`src/rtl/line_follow_ctrl_pkg.sv`:
```
`default_nettype none
// ============================================================================
// Package     : line_follow_pkg
// Description : Shared types and motor command codes for the line-following
//               motor controller.
// Revision    : 1.0 - initial release
// ============================================================================
package line_follow_pkg;

   // FSM state codes, also presented on the state output
   typedef enum logic [2:0] {
      IDLE   = 3'd0,
      FOLLOW = 3'd1,
      SEARCH = 3'd2,
      OBST   = 3'd3,
      STOP   = 3'd4
   } lf_state_e;

   // Direction of the most recent turn, used to pick the search pivot
   typedef enum logic {
      DIR_LEFT  = 1'b0,
      DIR_RIGHT = 1'b1
   } lf_dir_e;

   // H-bridge commands: [3:2] left motor, [1:0] right motor
   localparam logic [3:0] MOT_COAST   = 4'b0000;
   localparam logic [3:0] MOT_FWD     = 4'b0110;
   localparam logic [3:0] MOT_SOFT_L  = 4'b0010;
   localparam logic [3:0] MOT_SOFT_R  = 4'b0100;
   localparam logic [3:0] MOT_PIVOT_L = 4'b1010;
   localparam logic [3:0] MOT_PIVOT_R = 4'b0101;

endpackage
`default_nettype wire

```
`src/rtl/line_follow_ctrl_if.sv`:
```
`default_nettype none
// ============================================================================
// Interface   : line_follow_ctrl_if
// Description : Sensor, configuration and motor-command bundle between the
//               rover pins and the line-following controller.
// Revision    : 1.0 - initial release
// ============================================================================
interface line_follow_ctrl_if #(
   parameter int NUM_SENS = 3,
   parameter int PWM_BITS = 8
);
   logic [NUM_SENS-1:0] induct;
   logic                proxim;
   logic                enable;
   logic [PWM_BITS-1:0] duty_fwd;
   logic [PWM_BITS-1:0] duty_turn;
   logic [3:0]          motor_in;
   logic [2:0]          state;
   logic                lost;

   // Pin / environment side
   modport master (
      output induct, proxim, enable, duty_fwd, duty_turn,
      input  motor_in, state, lost
   );

   // Controller side
   modport slave (
      input  induct, proxim, enable, duty_fwd, duty_turn,
      output motor_in, state, lost
   );
endinterface
`default_nettype wire

```
`src/rtl/line_follow_ctrl_debounce.sv`:
```
`default_nettype none
// ============================================================================
// Module      : input_debounce
// Description : 2-flop synchroniser followed by a stability filter. The
//               output follows the synced input only after it has differed
//               from the output for DEB_CYCLES consecutive cycles.
// Revision    : 1.0 - initial release
// ============================================================================
module input_debounce #(
   parameter int DEB_CYCLES = 4
) (
   input  logic clk,
   input  logic rst_n,
   input  logic din,
   output logic dout
);
   localparam int CW = (DEB_CYCLES > 1) ? $clog2(DEB_CYCLES) : 1;

   logic          sync1_q, sync2_q;
   logic          filt_q, filt_d;
   logic [CW-1:0] cnt_q, cnt_d;

   // Count consecutive mismatches; any agreement restarts the count
   always_comb begin
      filt_d = filt_q;
      cnt_d  = '0;
      if (sync2_q != filt_q) begin
         if (cnt_q == CW'(DEB_CYCLES - 1)) begin
            filt_d = sync2_q;
         end else begin
            cnt_d = cnt_q + 1'b1;
         end
      end
   end

   // Synchroniser and filter registers
   always_ff @(posedge clk or negedge rst_n) begin
      if (!rst_n) begin
         sync1_q <= 1'b0;
         sync2_q <= 1'b0;
         filt_q  <= 1'b0;
         cnt_q   <= '0;
      end else begin
         sync1_q <= din;
         sync2_q <= sync1_q;
         filt_q  <= filt_d;
         cnt_q   <= cnt_d;
      end
   end

   assign dout = filt_q;
endmodule
`default_nettype wire

```
`src/rtl/line_follow_ctrl.sv`:
```
`default_nettype none
// ============================================================================
// Module      : line_follow_ctrl
// Description : Clocked line-following controller: debounced sensors,
//               proportional steering, obstacle hold, timed line search and
//               PWM-gated H-bridge command.
// Revision    : 1.0 - initial release
// ============================================================================
module line_follow_ctrl
   import line_follow_pkg::*;
#(
   parameter int NUM_SENS     = 3,
   parameter int DEB_CYCLES   = 4,
   parameter int PWM_BITS     = 8,
   parameter int LOST_CYCLES  = 1000,
   parameter int CLEAR_CYCLES = 16
) (
   input  logic              clk,
   input  logic              rst_n,
   line_follow_ctrl_if.slave bus
);
   localparam int C   = (NUM_SENS - 1) / 2;
   localparam int SCW = $clog2(LOST_CYCLES + 1);
   localparam int CCW = $clog2(CLEAR_CYCLES + 1);

   logic [NUM_SENS:0]   raw_in, deb_in;
   logic [NUM_SENS-1:0] deb_induct;
   logic                deb_prox;

   assign raw_in = {bus.proxim, bus.induct};

   generate
      for (genvar i = 0; i <= NUM_SENS; i++) begin : g_deb
         input_debounce #(.DEB_CYCLES(DEB_CYCLES)) u_deb (
            .clk  (clk),
            .rst_n(rst_n),
            .din  (raw_in[i]),
            .dout (deb_in[i])
         );
      end
   endgenerate

   assign deb_induct = deb_in[NUM_SENS-1:0];
   assign deb_prox   = deb_in[NUM_SENS];

   logic                l_any, r_any, c_on, line_lost;
   logic                turn_valid, steer_pivot;
   lf_dir_e             turn_dir;
   logic [3:0]          steer_cmd;

   lf_state_e           state_q, state_d;
   lf_dir_e             last_dir_q, last_dir_d;
   logic [SCW-1:0]      srch_cnt_q, srch_cnt_d;
   logic [CCW-1:0]      clr_cnt_q, clr_cnt_d;
   logic [PWM_BITS-1:0] pwm_q, pwm_d;
   logic [3:0]          motor_q, motor_d, mot_cmd;
   logic [PWM_BITS-1:0] mot_duty;
   logic [2:0]          state_out_q, state_out_d;
   logic                lost_q, lost_d;

   // Classify the debounced sensor row into a steering command
   always_comb begin
      l_any       = |deb_induct[NUM_SENS-1:C+1];
      r_any       = |deb_induct[C-1:0];
      c_on        = deb_induct[C];
      line_lost   = ~|deb_induct;
      turn_valid  = 1'b0;
      turn_dir    = DIR_LEFT;
      steer_pivot = 1'b0;
      steer_cmd   = MOT_COAST;
      if (l_any && r_any) begin
         steer_cmd = MOT_FWD;
      end else if (l_any) begin
         turn_valid  = 1'b1;
         turn_dir    = DIR_LEFT;
         steer_pivot = deb_induct[NUM_SENS-1] && !c_on;
         steer_cmd   = steer_pivot ? MOT_PIVOT_L : MOT_SOFT_L;
      end else if (r_any) begin
         turn_valid  = 1'b1;
         turn_dir    = DIR_RIGHT;
         steer_pivot = deb_induct[0] && !c_on;
         steer_cmd   = steer_pivot ? MOT_PIVOT_R : MOT_SOFT_R;
      end else if (c_on) begin
         steer_cmd = MOT_FWD;
      end
   end

   // Next-state logic; enable and obstacle override each state's own exits
   always_comb begin
      state_d = state_q;
      case (state_q)
         IDLE:    if (bus.enable) state_d = FOLLOW;
         FOLLOW:  if (line_lost) state_d = SEARCH;
         SEARCH: begin
            if (!line_lost) begin
               state_d = FOLLOW;
            end else if (srch_cnt_q == SCW'(LOST_CYCLES - 1)) begin
               state_d = STOP;
            end
         end
         OBST:    if (!deb_prox && clr_cnt_q == CCW'(CLEAR_CYCLES - 1)) state_d = FOLLOW;
         STOP:    state_d = STOP;
         default: state_d = IDLE;
      endcase
      if (state_q != IDLE && state_q != STOP && deb_prox) begin
         state_d = OBST;
      end
      if (!bus.enable) begin
         state_d = IDLE;
      end

      // Counters run only while staying in their state, so entry clears them
      srch_cnt_d = (state_q == SEARCH && state_d == SEARCH) ? srch_cnt_q + 1'b1 : '0;
      clr_cnt_d  = (state_q == OBST && state_d == OBST && !deb_prox) ? clr_cnt_q + 1'b1 : '0;
      last_dir_d = (state_q == FOLLOW && turn_valid) ? turn_dir : last_dir_q;
      pwm_d      = pwm_q + 1'b1;
   end

   // Registered outputs: command for the current state, gated by PWM
   always_comb begin
      mot_cmd  = MOT_COAST;
      mot_duty = '0;
      case (state_q)
         FOLLOW: begin
            mot_cmd  = steer_cmd;
            mot_duty = steer_pivot ? bus.duty_turn : bus.duty_fwd;
         end
         SEARCH: begin
            mot_cmd  = (last_dir_q == DIR_LEFT) ? MOT_PIVOT_L : MOT_PIVOT_R;
            mot_duty = bus.duty_turn;
         end
         default: ;
      endcase
      motor_d     = (pwm_q < mot_duty) ? mot_cmd : MOT_COAST;
      state_out_d = state_q;
      lost_d      = (state_q == SEARCH) || (state_q == STOP);
   end

   // All controller state and output registers
   always_ff @(posedge clk or negedge rst_n) begin
      if (!rst_n) begin
         state_q     <= IDLE;
         last_dir_q  <= DIR_LEFT;
         srch_cnt_q  <= '0;
         clr_cnt_q   <= '0;
         pwm_q       <= '0;
         motor_q     <= MOT_COAST;
         state_out_q <= 3'd0;
         lost_q      <= 1'b0;
      end else begin
         state_q     <= state_d;
         last_dir_q  <= last_dir_d;
         srch_cnt_q  <= srch_cnt_d;
         clr_cnt_q   <= clr_cnt_d;
         pwm_q       <= pwm_d;
         motor_q     <= motor_d;
         state_out_q <= state_out_d;
         lost_q      <= lost_d;
      end
   end

   assign bus.motor_in = motor_q;
   assign bus.state    = state_out_q;
   assign bus.lost     = lost_q;
endmodule
`default_nettype wire
```
`src/flat_wrapper.sv`:
```
// flat-port wrapper written by rule: the top's interface ports become plain ports
module line_follow_ctrl_flat import line_follow_pkg::*;
#(
   parameter int NUM_SENS     = 3,
   parameter int DEB_CYCLES   = 4,
   parameter int PWM_BITS     = 8,
   parameter int LOST_CYCLES  = 1000,
   parameter int CLEAR_CYCLES = 16
)
  (clk, rst_n, bus_induct, bus_proxim, bus_enable, bus_duty_fwd, bus_duty_turn, bus_motor_in, bus_state, bus_lost);
  line_follow_ctrl_if #(.NUM_SENS(NUM_SENS), .PWM_BITS(PWM_BITS)) bus_i ();
  input  logic clk;
  input  logic rst_n;
  input wire logic [$bits(bus_i.induct)-1:0] bus_induct;
  input wire logic [$bits(bus_i.proxim)-1:0] bus_proxim;
  input wire logic [$bits(bus_i.enable)-1:0] bus_enable;
  input wire logic [$bits(bus_i.duty_fwd)-1:0] bus_duty_fwd;
  input wire logic [$bits(bus_i.duty_turn)-1:0] bus_duty_turn;
  output wire logic [$bits(bus_i.motor_in)-1:0] bus_motor_in;
  output wire logic [$bits(bus_i.state)-1:0] bus_state;
  output wire logic [$bits(bus_i.lost)-1:0] bus_lost;
  assign bus_i.induct = bus_induct;
  assign bus_i.proxim = bus_proxim;
  assign bus_i.enable = bus_enable;
  assign bus_i.duty_fwd = bus_duty_fwd;
  assign bus_i.duty_turn = bus_duty_turn;
  assign bus_motor_in = bus_i.motor_in;
  assign bus_state = bus_i.state;
  assign bus_lost = bus_i.lost;
  line_follow_ctrl #(.NUM_SENS(NUM_SENS), .DEB_CYCLES(DEB_CYCLES), .PWM_BITS(PWM_BITS), .LOST_CYCLES(LOST_CYCLES), .CLEAR_CYCLES(CLEAR_CYCLES)) u_core (.clk(clk), .rst_n(rst_n), .bus(bus_i));
endmodule
```
`config.mk`:
```
export PLATFORM = sky130hd
export DESIGN_NAME = line_follow_ctrl_flat
export DESIGN_NICKNAME = d
export VERILOG_FILES = /design/src/rtl/line_follow_ctrl_pkg.sv /design/src/rtl/line_follow_ctrl_if.sv /design/src/rtl/line_follow_ctrl_debounce.sv /design/src/rtl/line_follow_ctrl.sv /design/src/flat_wrapper.sv
export SDC_FILE = /design/constraint.sdc
export NUM_CORES = 1
export LEC_CHECK = 0
export BUFFER_PORTS_ARGS = -buffer_cell sky130_fd_sc_hd__buf_4
export CORE_MARGIN = 2
export CORE_UTILIZATION = 61
export DETAILED_ROUTE_END_ITERATION = 8
export PLACE_DENSITY = 0.82
export SETUP_SLACK_MARGIN = 0.4
export SLEW_MARGIN = 20
export SYNTH_ARGS = -nofsm -noshare
export SYNTH_HDL_FRONTEND = slang
export SYNTH_SLANG_ARGS = --single-unit
```
`constraint.sdc`:
```
create_clock -name clk -period 8.2 [get_ports clk]
set_clock_uncertainty 0.2 [all_clocks]
set_input_delay 0.41 -clock clk [delete_from_list [all_inputs] [get_ports clk]]
set_output_delay 0.41 -clock clk [all_outputs]
set_load 0.1 [all_outputs]
```
After elaboration in Yosys (flattened, before gate mapping):

Index checks and enable logic that the tools add are counted.

* register bits after elaboration: 55
* input port bits: 23
* output and inout port bits: 8
* logic and storage cells: 105

* $add $sub $neg: 7
* magnitude comparators: 1
* equality and inequality tests: 17
* muxes and demuxes: 36
* reduce and logical (&&, ||, !) cells: 20

Operator list (number)
* two-way mux 4 bit: 6
* two-way mux 3 bit: 7
* two-way mux 2 bit: 8
* one-hot mux 8 bit (2 select lines): 1
* one-hot mux 3 bit (5 select lines): 1
* == test 3 x 2 -> 1 bit (second input constant): 4
* adder 10 x 1 -> 10 bit (second input constant): 1
* == test 10 bit (second input constant): 1
* logical AND 1 bit: 10
* two-way mux 10 bit: 1
* two-way mux 1 bit: 9
* adder 2 x 1 -> 2 bit (second input constant): 4
* adder 8 x 1 -> 8 bit (second input constant): 1
* == test 2 bit (second input constant): 4
* less-than comparator 8 bit: 1
* two-way mux 8 bit: 1
* one-hot mux 4 bit (2 select lines): 1
* AND reduction 2 bit: 4
* adder 5 x 1 -> 5 bit (second input constant): 1
* == test 5 x 4 -> 1 bit (second input constant): 1
* two-way mux 5 bit: 1
* inequality test 1 bit: 4
* == test 3 x 1 -> 1 bit (second input constant): 1
* == test 3 bit (second input constant): 1
* 6 further kinds: 7

Longest topological paths before layout:

Gate-level depths: netlist (run 1).

* word-level depth: 10
* gate-level depth with buffers: 9
* depth with buffers taken out: 8

Hierarchy:

From an unflattened synthesis (run 1), not the netlist that was laid out.

* cell total of the unflattened synthesis: 215
* area, all modules: 2556.2 sq um

Modules (own cells, without submodules)
* line_follow_ctrl: times used 1, cells an instance 175, area an instance 1860.5 sq um, seq. area each 875.8 sq um
* input_debounce: times used 4, cells an instance 10, area an instance 173.9 sq um, seq. area each 125.1 sq um

Worst setup path after synthesis (run 1):

No wires, ideal clock.

* kind: register to register
* start point: reg u_core.state_q[1] (netlist: u_core.state_out_d[1])
* end point: reg u_core.motor_q[0] (netlist: u_core.bus.motor_in[0])
* setup time: 0.086 ns
* arrival time: 2.510 ns
* data required time: 7.914 ns
* setup slack: 5.404 ns
* stages on the path, launching flop included: 10
* buffers on the path: 1
* clock period less this slack: 2.796 ns
* path through: dfrtp_1 -> buf_6 -> or3b_4 -> o41ai_4 -> a22oi_1 -> ha_1 -> a21oi_1 -> nand2_1 -> a221o_1 -> nor3_1

* longest elaborated chain between the ends: 4
* elaborated cells between the ends (all ways): 6
* classes of those cells: order compare: 1; eq/ne: 2; mux: 3

RTL lines
* start, declared: RTL line line_follow_ctrl.sv:51 `lf_state_e state_q, state_d;`
* start signal, assigned: RTL line line_follow_ctrl.sv:151 `state_q <= state_d;`
* == test 3 x 2 -> 1 bit / == test 3 x 1 -> 1 bit (equally long branches): RTL line line_follow_ctrl.sv:123 `case (state_q)`
* one-hot mux 8 bit (2 select lines): RTL line line_follow_ctrl.sv:123
* less-than comparator 8 bit: RTL line line_follow_ctrl.sv:134 `motor_d = (pwm_q < mot_duty) ? mot_cmd : MOT_COAST;`
* two-way mux 4 bit *: RTL line line_follow_ctrl.sv:134
* named net u_core.motor_d[0]: RTL line line_follow_ctrl.sv:56 `logic [3:0] motor_q, motor_d, mot_cmd;`
* end signal, assigned: RTL line line_follow_ctrl.sv:156 `motor_q <= motor_d;`
* end, declared: RTL line line_follow_ctrl.sv:56

Mark *: on every way through the listed nets, which the timed path passes. The rest lies on a longest branch.
A chain may end at the register's enable or synchronous reset.

Worst setup path after layout (run 1):

* start point: reg u_core.state_q[2] (netlist: u_core.state_out_d[2])
* end point: reg u_core.motor_q[3] (netlist: u_core.bus.motor_in[3])

Same word-level chain as after synthesis.

==> flow_summary_export.csv, run 1 <==
group,metric,value,unit
floorplanning,fp.dieH,68.53,µm
job,maxCapViolCount,0,
power_and_ir_drop,clockPowerShare,0.184,
drt,drt_pre_antenna_iters,4,
clocking,cts.sinks,55,
clocking,clk_pin_slew_worst_paths,0.10,ns
floorplanning,fp-row-count,23,
clocking,cts_max_path_buffers,2,
yosys,yosysSeqAreaShare,0.5419,
power_and_ir_drop,switchingPower,0.3257,mW
sta,final.setup.tns,0,ns
critical_path,critPathRequiredTime,8.18,ns
power_and_ir_drop,seqPwrFrac,0.434,
critical_path,reg2reg_depth,8,
clocking,cts_buffers,5,
floorplanning,dieArea,0.004696,mm²
place,place_congestion,0.8124,
critical_path,crit_start,"u_core.state_out_d[2]",
critical_path,cp-end-kind,"flip-flop",
critical_path,cpPeakStageDelay,0.51,ns
global_route,antenna_found_initial,0,
finish,final_util,0.7304,
clocking,clk_latency,0.30,ns
finish,layout-drive-gt1-share,0.1786,
finish,num_antenna_cells,0,
floorplanning,start_util,0.6350,
critical_path,cp.arrival,3.12,ns
clocking,cts_resized,0,
drt,drtIter0Drc,146,
critical_path,path_depth,8,
critical_path,r2r_slack,5.05,ns
sta,final.min_clock_period,3.147,ns
global_route,grt_pass1_wl,7.590,mm
yosys,synth.distinct_cells,46,
power_and_ir_drop,p_leak,1.352,nW
critical_path,path_buf_inv,0,
yosys,syn_avg_cell_area,11.76,µm²
yosys,synth_ff_type,"dfrtp_1",
clocking,cts_hold_buf,4,
critical_path,r2r_end,"u_core.bus.motor_in[3]",
power_and_ir_drop,pwr-share-comb,0.382,
sta,finalMaxSlewViolations,0,
global_route,overflow,0,
clocking,tritoncts,"built",
yosys,synthArstFlopShare,1.000,
clocking,postCtsSetupBuffers,0,
yosys,synth_cells,216,
critical_path,worst-path-max-fanout,11,
critical_path,start_kind,"flip-flop",
drt,viasPerCell,5.626,
yosys,synth_warnings,0,
power_and_ir_drop,power_density,283.5,mW/mm²
clocking,htree_num_levels,2,
finish,synthToLayoutAreaGrowth,15.02,%
sta,rsz0062_at_grt,"false",
drt,wl_per_cell,14.93,µm
yosys,synth_fp_nets,256,
sta,tightest_slew,0.6740,ns
power_and_ir_drop,swShare,0.3933,
global_route,grt_max_degree,56,
floorplanning,io-pin-count,31,
critical_path,r2r_start,"u_core.state_out_d[2]",
power_and_ir_drop,p_int,0.5025,mW
drt,wirelength,4.508,mm
sta,slew_headroom,0.5507,
sta,setup_viol,0,
worst_hold_path,min_path_type,"primary input to flip-flop",
worst_hold_path,holdPathStages,1,
critical_path,worst_path_max_delay_cell,"dfrtp_1",
critical_path,setup.worst_path.end,"u_core.bus.motor_in[3]",
place,dp_hpwl,3.223,mm
clocking,clock-root-buffer,"clkbuf_8",
global_route,grt_pass1_vias,1730,
floorplanning,core-area,0.004000,mm²
sta,finalHoldViolations,0,
critical_path,criticalPathCategory,"flip-flop to flip-flop",
critical_path,path_cells,"or3b_4 -> o41ai_4 -> a22oi_1 -> ha_1 -> and4_1 -> o2111ai_1 -> a221oi_2 -> nor3_1",
drt,num_vias,1699,
finish,finalNetCount,291,
status,outcome,"finished, final reports clean",
global_route,grtUsageTotal,0.2256,
drt,route.detailed.drc,0,
sta,final.period_utilization,0.3838,
drt,ant_nets,0,
place,io_buffers,30,
power_and_ir_drop,ir_drop,0.0001827,V
yosys,synth_area,0.002540,mm²
critical_path,cpLargestDelayFamily,"compound AO/OA/AOI/OAI gates",
floorplanning,chipWidth,68.53,µm
yosys,ys_ff_latch,55,
sta,fmax,317.8,MHz
yosys,synth_edf_count,0,
==> flip-flops by register name, summed over array words and instances (netlist names) <==
signal / flops
u_core.bus.lost: 1
u_core.bus.motor_in: 4
u_core.bus.state: 3
u_core.clr_cnt_q: 5
u_core.g_deb.u_deb.cnt_q: 8
u_core.g_deb.u_deb.dout: 4
u_core.g_deb.u_deb.sync1_q: 4
u_core.g_deb.u_deb.sync2_q: 4
u_core.last_dir_q: 1
u_core.pwm_q: 8
u_core.srch_cnt_q: 10
u_core.state_out_d: 3
==> per-layer routing <==
layer,track usage,vias to the layer above,part of all wire
met3,0.05195,12,0.040
met2,0.3678,38,0.49
li1,-,840,-
met5,0,-,0
met4,0.1200,0,0.027
met1,0.2783,809,0.44
==> power groups by stage <==
stage / registers (mW) / logic [mW] / clock network, mW
2_1_floorplan: 0.419 / 0.189 / 0
3_3_place_gp: 0.363 / 0.304 / 0
3_5_place_dp: 0.365 / 0.315 / 0
4_1_cts: 0.360 / 0.318 / 0.159
5_1_grt: 0.366 / 0.350 / 0.171
6_report: 0.359 / 0.317 / 0.152
==> synthesized netlist by cell type, drive strengths merged, types with 2 or more instances <==
| cell | number | area share |
|---|---|---|
| a21oi | 3 | 0.0059 |
| a22oi | 8 | 0.024 |
| a31oi | 2 | 0.0049 |
| and4 | 4 | 0.014 |
| buf | 3 | 0.012 |
| clkbuf | 3 | 0.0044 |
| dfrtp | 55 | 0.54 |
| ha | 17 | 0.084 |
| inv | 8 | 0.012 |
| mux2 | 3 | 0.013 |
| nand2 | 9 | 0.013 |
| nand3 | 6 | 0.012 |
| nand4 | 3 | 0.0074 |
| nor2 | 25 | 0.037 |
| nor2b | 5 | 0.012 |
| nor3 | 11 | 0.022 |
| nor3b | 4 | 0.014 |
| o21ai | 3 | 0.0059 |
| or3b | 3 | 0.011 |
| xnor2 | 15 | 0.052 |
| xor2 | 6 | 0.021 |
==> placed cells by master, fill, tap and decap left out, drive strengths merged, types with 2 or more instances in the layout <==
| cell | n |
|---|---|
| dlygate4sd3 | 4 |
| a21oi | 3 |
| mux2 | 3 |
| xnor2 | 15 |
| nor3b | 4 |
| dfrtp | 55 |
| ha | 17 |
| clkbuf | 7 |
| o21ai | 3 |
| and4 | 4 |
| nor2 | 25 |
| nand3 | 6 |
| or3b | 3 |
| a22oi | 8 |
| nand2 | 9 |
| a31oi | 2 |
| xor2 | 6 |
| nor2b | 5 |
| nor3 | 11 |
| buf | 30 |
| inv | 8 |
| nand4 | 3 |
==> stage by stage <==
stage | worst slack [ns] | instance area [µm²] | hold WS, ns | total power, mW | instances
CTS | 5.055 | 2922 | 0.008575 | 0.8368 | 302
global placement | 5.237 | 2786 | 0.1312 | 0.6668 | 290
floorplan | 5.404 | 2540 | -0.08559 | 0.6083 | 216
finish | 5.053 | 2922 | 0.01867 | 0.8282 | 302
global route | 4.813 | 2922 | 0.002381 | 0.8878 | 302
detailed placement | 5.084 | 2786 | 0.1347 | 0.6809 | 290
==> cell type report <==
cell class	count	area [µm²]
sequential	55	1376
multi-input combinational	147	1092
fill	292	1079
timing repair buffer	34	265.3
clock buffer	7	86.33
tap	50	62.56
inverter	8	30.03
clock inverter	1	8.758
==> cell families after synthesis <==
kind of cell	Yosys count	share of synthesized area
AOI/OAI and AO/OA	31	0.1020
DFF	55	0.5419
adders and majority gates	17	0.08374
muxes	3	0.01330
and+or+nand+nor	75	0.1586
buffers and inverters	14	0.02808
xor gates and xnor gates	21	0.07242
==> worst min-delay path by stage <==
stage          slack (ns)                     startpoint                       endpoint
3_3_place_gp         0.13  u_core.g_deb[0].u_deb.sync1_q  u_core.g_deb[0].u_deb.sync2_q
3_5_place_dp         0.13  u_core.g_deb[1].u_deb.sync1_q  u_core.g_deb[1].u_deb.sync2_q
5_1_grt             0.002                  bus_induct[1]  u_core.g_deb[1].u_deb.sync1_q
2_1_floorplan       -0.09                          rst_n                u_core.bus.lost
6_report             0.02                  bus_induct[1]  u_core.g_deb[1].u_deb.sync1_q
4_1_cts             0.009                  bus_induct[1]  u_core.g_deb[1].u_deb.sync1_q
(Power assumes the default switching activity.)
==> inputs of run 2 (changes only) <==
ABC_AREA = 1   (was default)
CORE_UTILIZATION = 52   (was 61)
PLACE_DENSITY = 0.74   (was 0.82)
clock period = 2.77 ns   (was 8.2 ns; I/O delays follow)
==> run 2 against run 1 <==
Effect of this change: first-iteration DRC count is 44% lower; global-route usage fell by 4.6 points; maximum frequency grew 35%; synthesized cell count rose by 19%; critical path depth increased by 7; via count up 12%; combinational power rose to 4.1 times the previous value; sequential cell count unchanged; register-to-register slack got worse by 4.6 ns; clock power grew to 3.4 times the previous value; cell area grew 9.7%; routed wire length is 3.8% higher.
==> flow_summary_export.csv, run 2 <==
group,metric,value,unit
status,outcome,"finished, final reports clean",
drt,wirelength,4.678,mm
power_and_ir_drop,clockPowerShare,0.184,
finish,finalNetCount,353,
finish,fin_area,0.003204,mm²
clocking,tritoncts,"built",
global_route,antenna_found_initial,0,
clocking,clock-root-buffer,"clkbuf_8",
critical_path,r2r_end,"u_core.bus.motor_in[2]",
yosys,synth_top_family_by_area,"simple AND/OR/NAND/NOR gates",
yosys,synth-xor-area-share,0.05788,
global_route,grt_max_degree,56,
yosys,synth_area,0.002572,mm²
drt,drt_pre_antenna_iters,5,
place,io_buffers,30,
critical_path,setup.worst_path.end,"u_core.bus.motor_in[2]",
floorplanning,dieArea,0.005526,mm²
yosys,ys_top_cells_by_area,"dfrtp_1 54%, ha_1 8.3%, inv_1 4.7%",
critical_path,critPathRequiredTime,2.81,ns
sta,fmax,429.1,MHz
drt,ant_nets,0,
floorplanning,chipWidth,74.34,µm
drt,viasPerCell,4.982,
floorplanning,fp-row-count,25,
sta,rsz0062_at_grt,"true",
power_and_ir_drop,switchingPower,1.186,mW
yosys,synth_fp_nets,298,
global_route,grt_pass1_vias,1801,
clocking,clk_pin_slew_worst_paths,0.10,ns
yosys,synth_most_common_cell,"dfrtp_1",
finish,layout.cells.most_common,"dfrtp_1",
sta,setup_viol,0,
power_and_ir_drop,total_power,2.851,mW
finish,top_register,"u_core.srch_cnt_q",
finish,final_util,0.6739,
floorplanning,start_util,0.5411,
power_and_ir_drop,swShare,0.4161,
yosys,synth_edf_count,0,
power_and_ir_drop,seqPwrFrac,0.364,
yosys,yosysSeqAreaShare,0.5350,
yosys,yosysTopAreaCellShare,0.5350,
finish,num_antenna_cells,0,
critical_path,criticalPathCategory,"flip-flop to flip-flop",
worst_hold_path,min_path_type,"flip-flop to flip-flop",
finish,final_cell_mix,"52 x dfrtp_1, 42 x buf_4, 31 x inv_1, 28 x nand2_1, 28 x nor2_1",
yosys,synthArstFlopShare,1.000,
yosys,synthAdderAreaFrac,0.08268,
clocking,clk_latency,0.30,ns
yosys,synth_compound_area_frac,0.06566,
floorplanning,io-pin-count,31,
critical_path,reg2reg_depth,15,
power_and_ir_drop,p_int,1.665,mW
yosys,synth_cells,258,
sta,hold-worst-slack,0.1534,ns
yosys,synth_warnings,0,
sta,final.min_clock_period,2.330,ns
floorplanning,core-area,0.004755,mm²
clocking,cts_buffers,5,
critical_path,crit_start,"u_core.state_out_d[0]",
critical_path,cp-end-kind,"flip-flop",
finish,layout.cells.non_filler,381,
critical_path,cp.arrival,2.37,ns
critical_path,r2r_slack,0.44,ns
finish,reg_top3,"u_core.srch_cnt_q (10), u_core.g_deb.u_deb.cnt_q (8), u_core.pwm_q (8)",
place,place_inst,357,
drt,num_vias,1898,
sta,final.period_utilization,0.8413,
sta,setup_ws,0.4395,ns
power_and_ir_drop,power_density,889.8,mW/mm²
clocking,cts_max_path_buffers,2,
sta,final.setup.tns,0,ns
global_route,grtUsageTotal,0.1799,
yosys,synth_top_area_cell,"dfrtp_1",
place,place_congestion,0.8912,
sta,finalHoldViolations,0,
drt,drtIter0Drc,82,
place,place_area,0.002897,mm²
drt,wl_per_cell,12.28,µm
power_and_ir_drop,p_leak,1.534,nW
finish,layout-drive-gt1-share,0.2739,
sta,tightest_slew,0.6680,ns
sta,slew_headroom,0.5547,
finish,synthToLayoutAreaGrowth,24.56,%
yosys,syn_avg_cell_area,9.971,µm²
yosys,ys_ff_latch,55,
power_and_ir_drop,ir_drop,0.0004199,V
yosys,synth_common_cells,"55 x dfrtp_1, 32 x inv_1, 32 x nor2_1",
yosys,synth_ff_type,"dfrtp_1",
place,pre_cts_slack,0.1125,ns
global_route,grt_pass1_wl,7.631,mm
sta,finalMaxSlewViolations,0,
yosys,muxShareOfSynthArea,0,
critical_path,worst-path-max-fanout,7,
place,dp_hpwl,3.249,mm
finish,largest_reg_flops,10,
power_and_ir_drop,pwr-share-comb,0.452,
yosys,synth.distinct_cells,28,
job,maxCapViolCount,0,
clocking,htree_num_levels,2,
drt,route.detailed.drc,0,
yosys,synth-simple-area-share,0.2062,
clocking,cts.sinks,55,
critical_path,start_kind,"flip-flop",
critical_path,r2r_start,"u_core.state_out_d[0]",
global_route,overflow,0,
floorplanning,fp.dieH,74.34,µm
run 2: area by class of cell:
| type | count | area (µm²) |
|---|---|---|
| clock buffer | 5 | 68.82 |
| clock inverter | 3 | 43.79 |
| fill | 380 | 1550 |
| inverter | 36 | 135.1 |
| multi-input combinational | 167 | 1117 |
| sequential | 55 | 1380 |
| tap | 67 | 83.83 |
| timing repair buffer | 48 | 375.4 |
run 2: kinds of logic after synthesis:
logic type / after synthesis
buf+inv: 36
compound gates: 28
simple gates: 105
xor+xnor: 17
fa+ha+maj: 17
flops: 55
run 2: worst max-delay path, cell delays in order (launching register included):
cell	delay [ns]
dfrtp_1	0.48
nand2_1	0.12
nor2_2	0.04
buf_4	0.16
nand2_2	0.08
nand2_4	0.08
buf_4	0.15
a22oi_1	0.20
ha_1	0.28
nand2_1	0.07
nand2_1	0.04
nand2_1	0.05
nand2_1	0.05
nand2_1	0.06
nand2_2	0.08
nor2_1	0.12
run 2: worst min-delay path by stage:
| stage | from | to | slack (ns) | depth (start not counted) |
|---|---|---|---|---|
| floorplan | rst_n | u_core.bus.lost | -0.36 | 0 |
| global placement | rst_n | u_core.g_deb[2].u_deb.sync2_q | 0.02 | 1 |
| detailed placement | rst_n | u_core.g_deb[2].u_deb.cnt_q[0] | 0.02 | 1 |
| CTS | u_core.g_deb[0].u_deb.sync1_q | u_core.g_deb[0].u_deb.sync2_q | 0.16 | 0 |
| global route | u_core.g_deb[0].u_deb.sync1_q | u_core.g_deb[0].u_deb.sync2_q | 0.18 | 0 |
| finish | u_core.g_deb[0].u_deb.sync1_q | u_core.g_deb[0].u_deb.sync2_q | 0.15 | 0 |
run 2: what timing repair did:
action	CTS	global route
hold buffers	6	0
buffers inserted	3	7
gates cloned	0	0
gates resized for setup	9	9
endpoints found under the hold margin	67	0
pin swaps	0	11
endpoints found under the setup margin	4	4
run 2: power by group through the flow:
stage          Clock [mW]  Combinational, mW  Sequential (mW)
2_1_floorplan           0              0.585             1.28
3_3_place_gp            0               1.05             1.05
3_5_place_dp            0               1.08             1.06
4_1_cts             0.542               1.19             1.03
5_1_grt             0.577               1.41             1.05
6_report            0.524               1.29             1.04
run 2: metal layers:
layer / part of all wire / track usage / vias up
li1: - / - / 953
met1: 0.45 / 0.2191 / 895
met2: 0.50 / 0.3234 / 42
met3: 0.040 / 0.04472 / 8
met4: 0.013 / 0.04167 / 0
met5: 0 / 0 / -
